--- src/rtl/control_fsm.sv ---
// control_fsm: multi-cycle fetch/decode/exec/mem/wb sequencer; define CTRL_TRAP_ILLEGAL_EN to trap opcodes 0x9-0xE
module control_fsm #(
  parameter int WAIT_MAX = 15
) (
  input  logic        clk,
  input  logic        rst_n,
  input  logic [15:0] ir,
  input  logic        zero,
  input  logic        mem_ready,
  output logic [1:0]  regA,
  output logic [2:0]  alu_op,
  output logic        alu_srcb,
  output logic        rf_we,
  output logic        wb_sel,
  output logic        mem_req,
  output logic        mem_we,
  output logic        ir_we,
  output logic        pc_inc,
  output logic        pc_load,
  output logic        halted,
  output logic        bus_err,
  output logic        illegal,
  output logic [2:0]  state
);
  localparam int CW = $clog2(WAIT_MAX + 1);
  typedef enum logic [2:0] {
    FETCH  = 3'd0,
    DECODE = 3'd1,
    EXEC   = 3'd2,
    MEM    = 3'd3,
    WB     = 3'd4,
    HALT   = 3'd5
  } state_t;
`ifdef CTRL_TRAP_ILLEGAL_EN
  localparam state_t ILL_NEXT = HALT;
`else
  localparam state_t ILL_NEXT = FETCH;
`endif
  state_t st, nxt;
  logic [CW-1:0] cnt;
  logic [3:0] op;
  logic is_alu, is_ls, waiting, timeout, unused_ir;
  assign op = ir[15:12];
  assign is_alu = op >= 4'h1 && op <= 4'h4;
  assign is_ls = op == 4'h6 || op == 4'h7;
  assign waiting = (st == FETCH || st == MEM) && !mem_ready;
  assign timeout = waiting && cnt == CW'(WAIT_MAX - 1);
  assign state = st;
  assign unused_ir = ^ir[11:0];
  // next state: mem_ready beats the wait timeout, HALT only left through reset
  always_comb begin
    nxt = st;
    case (st)
      FETCH:   nxt = mem_ready ? DECODE : timeout ? HALT : FETCH;
      DECODE:  nxt = op == 4'h0 ? FETCH : op <= 4'h8 ? EXEC : op == 4'hF ? HALT : ILL_NEXT;
      EXEC:    nxt = is_ls ? MEM : op == 4'h8 ? FETCH : WB;
      MEM:     nxt = mem_ready ? (op == 4'h6 ? WB : FETCH) : timeout ? HALT : MEM;
      WB:      nxt = FETCH;
      default: nxt = HALT;
    endcase
  end
  // datapath strobes decoded from state and IR, forced idle while reset is held
  always_comb begin
    regA = 2'b10;
    alu_op = 3'b111;
    alu_srcb = 1'b0;
    rf_we = 1'b0;
    wb_sel = 1'b0;
    mem_req = 1'b0;
    mem_we = 1'b0;
    ir_we = 1'b0;
    pc_inc = 1'b0;
    pc_load = 1'b0;
    if (rst_n) begin
      case (st)
        FETCH: begin
          mem_req = 1'b1;
          ir_we = mem_ready;
          pc_inc = mem_ready;
        end
        DECODE: regA = (op >= 4'h1 && op <= 4'h7) ? 2'b01 : op == 4'h8 ? 2'b00 : 2'b10;
        EXEC: begin
          alu_op = is_alu ? 3'(op - 4'h1) : op == 4'h8 ? 3'b111 : 3'b000;
          alu_srcb = !is_alu && op != 4'h8;
          regA = op == 4'h7 ? 2'b00 : 2'b10;
          pc_load = op == 4'h8 && zero;
        end
        MEM: begin
          mem_req = 1'b1;
          mem_we = op == 4'h7;
          regA = op == 4'h7 ? 2'b00 : 2'b10;
        end
        WB: begin
          rf_we = 1'b1;
          wb_sel = op == 4'h6;
        end
        default: regA = 2'b10;
      endcase
    end
  end
  // state, memory wait counter (cleared on every state change) and sticky flags
  always_ff @(posedge clk) begin
    if (!rst_n) begin
      st <= FETCH;
      cnt <= '0;
      halted <= 1'b0;
      bus_err <= 1'b0;
    end else begin
      st <= nxt;
      cnt <= nxt != st ? '0 : waiting ? cnt + 1'b1 : cnt;
      halted <= halted | (nxt == HALT);
      bus_err <= bus_err | timeout;
    end
  end
`ifdef CTRL_TRAP_ILLEGAL_EN
  // sticky illegal-opcode flag raised when DECODE sees 0x9-0xE
  always_ff @(posedge clk) begin
    if (!rst_n) illegal <= 1'b0;
    else if (st == DECODE && op >= 4'h9 && op <= 4'hE) illegal <= 1'b1;
  end
`else
  assign illegal = 1'b0;
`endif
endmodule
--- config.mk ---
export PLATFORM = sky130hd
export DESIGN_NAME = control_fsm
export DESIGN_NICKNAME = d
export VERILOG_FILES = /design/src/rtl/control_fsm.sv
export SDC_FILE = /design/constraint.sdc
export NUM_CORES = 1
export LEC_CHECK = 0
export ABC_AREA = 1
export CORE_MARGIN = 2
export CORE_UTILIZATION = 44
export DETAILED_ROUTE_END_ITERATION = 10
export GPL_TIMING_DRIVEN = 0
export PLACE_DENSITY = 0.85
export SYNTH_ARGS = -nofsm -noshare
export SYNTH_HDL_FRONTEND = slang
export SYNTH_SLANG_ARGS = --single-unit
--- constraint.sdc ---
create_clock -name clk -period 2.5 [get_ports clk]
set_clock_uncertainty 0.15 [all_clocks]
set_input_delay 0.375 -clock clk [delete_from_list [all_inputs] [get_ports clk]]
set_output_delay 0.375 -clock clk [all_outputs]
set_load 0.1 [all_outputs]
==> impl_results.md <==
* Status: finished, final reports clean
* Syn-to-layout area delta at 50.1%
* H-tree lvl count at 1
* Pwr/cell area at 380 nW/um^2
* Period utilization at 0.980
* Final nets at 187
* Critical path class: input port to output pin
* EDFF count, synth at 0
* Synthesis-stage register bit count at 9
* First-pass GRT wire length at 3680 um
* FFs w/ async S/R, synth at 0
* Worst-path fanout max at 4
* Min Tclk post-route at 2450 ps
* Post-route antenna net violation count at 0
* Slew Viols, Final at 0
* Layout cell share with drive strength beyond 1 at 0.296
* Most frequent cells in the layout: 21 x nand2_1, 18 x nor2_1, 16 x inv_1
* Vias in the first global route at 903
* Die area at 2280 um^2
* RSZ-0062 raised after global routing: true
* # hold bufs at CTS at 0
* Antenna violations before repair at 0
* DR iter-0 viols at 19
* Cell count after synthesis at 130
* Area of the core at 1760 um^2
* Peak supply drop at 0.369 mV
* Die H at 47.7 um
* Smallest hold slack at 305 ps
* Maxcap violations at 0
* Critical-path cell list: clkdlybuf4s50_1, inv_1, ha_1, nand3_2, nand2_2, nor2_4, and2_2, buf_12
* CTS tree: yes
* Max frequency at 408 MHz
* Crit-path slowest cell: clkdlybuf4s50_1
* Family with the most delay on the worst path: buffers and inverters
* Type of origin of the critical path: input port
* Post-DP HPWL at 1820 um
* Die Span X at 47.7 um
* Clk sinks at 9
* GRT Residual Overflow at 0
* Routability Congestion at 0.842
* Top Ports at 39
* Number of fill cells at 163
* Final Hold Viols at 0
* Final setup viols at 0
* Critical Path Max Stage Delay at 500 ps
* Worst setup EP type: output pin
* Dpl ws at -1150 ps
* Sequential fraction of the synthesis area at 0.214
* Placed Instance Area at 1200 um^2
* Row count at 15
* Most common cell after layout, fill and taps aside: nand2_1
* Largest net degree at the start of global routing at 10
* Longest Clk Path Bufs at 2
* Static Leak at 0.584 nW
* Rel. slew slack at 0.343
* Via/cell ratio at 5.33
* Mapped Area at 841 um^2
* Setup ws final at 49.1 ps
* Finished Cell Area at 1260 um^2
* Input/output buffers at 25
* Post-Syn Nets at 157
* DRC Markers at 0
* Clk root buf: clkbuf_4
* TritonRoute pass-1 iters at 4
* Clk pin slew, worst setup/hold paths at 60 ps
* Dominant synthesized flop cell: dfxtp_1
* Syn Area/Cell at 6.47 um^2
* Yosys warnings at 0
* Worst Max-Slew Pin Slew at 982 ps
* DR vias at 980
* CP arrival at 1930 ps
* CP required at 1980 ps
* Clock Latency Late Sink at 260 ps
* Hold Crit Class: flip-flop to flip-flop
* Total CTS buffers at 3
* Buf+Inv Stages, Crit Path at 3
* Initial core utilization at 0.477
* Unique masters post-synth at 26
* Final WL at 2230 um
* Ant diodes at 0
* Wire per inst at 12.1 um
* GRT Util Overall at 0.227
[power by group]
| group | leakage, nW | switching [mW] | internal [mW] | total, mW |
|---|---|---|---|---|
| clock network | 0.0177 | 0.0510 | 0.0590 | 0.110 |
| registers | 0.0742 | 0.00755 | 0.149 | 0.156 |
| logic | 0.493 | 0.155 | 0.0582 | 0.213 |
[registers in the layout, summed over array words and instances, names as in the netlist]
name     count
bus_err      1
cnt          4
state        3
halted       1
[timing repair]
item,CTS,global route
resized for setup,84,12
cloned,0,0
setup buffers,0,0
pin swaps,0,2
endpoints found under the setup margin,13,12
[through the flow]
stage | util | power [mW] | std cells | setup TNS [ps]
after global placement | 0.682 | 0.359 | 180 | -11890
after detailed placement | 0.682 | 0.366 | 180 | -12220
final | 0.716 | 0.480 | 184 | 0
after global routing | 0.716 | 0.507 | 184 | -117
after CTS | 0.694 | 0.476 | 184 | -52.3
after floorplan | - | 0.314 | 130 | -790
[worst min-delay path: stages, from the launching register on]
cell and delay [ps]:
dfxtp_1 310, inv_1 50, a21oi_1 50
[path summary, 6_finish.rpt]
check / start / end / slack, ps / cells after the start
worst max-delay path: ir[13] / alu_srcb / 50 / 8
worst max register to register: state[2] / cnt[3] / 750 / 9
worst min-delay path: bus_err / bus_err / 310 / 2
worst min register to register: bus_err / bus_err / 310 / 2
[cells by family after synthesis]
logic type / count (synthesis) / share of synthesized area
other: 1 / 0.00446
buffers and inverters: 21 / 0.103
adders and majority gates: 7 / 0.104
AOI/OAI and AO/OA: 12 / 0.0833
DFF: 9 / 0.214
and+or+nand+nor: 76 / 0.449
xor gates and xnor gates: 4 / 0.0417
[synthesized netlist by cell type, drive strengths merged, types with 2 or more instances]
cell type  number  share of area
nand2          25           0.12
nor2           22           0.10
inv            18          0.080
nand3          18           0.13
dfxtp           9           0.21
ha              7           0.10
nor3            5          0.030
o21ai           5          0.030
a21oi           4          0.024
nand4           3          0.040
xnor2           3          0.031
and2            2          0.015
buf             2          0.018
o2111ai         2          0.021
[cell type report]
| class | instances | area [um^2] | area share |
|---|---|---|---|
| buffer | 2 | 15.0 | 0.0119 |
| multi-input combinational | 100 | 674 | 0.534 |
| clock buffer | 3 | 22.5 | 0.0178 |
| tap | 25 | 31.3 | 0.0248 |
| timing repair buffer | 25 | 256 | 0.203 |
| clock inverter | 1 | 5.00 | 0.00396 |
| sequential | 9 | 184 | 0.146 |
| inverter | 19 | 73.8 | 0.0585 |
[routing by layer]
metal	global-route usage	routed length, um
met5	0	0
met4	0.0378	5
met3	0.0792	145
met1	0.278	976
met2	0.389	1100
(Power assumes the default switching activity.)
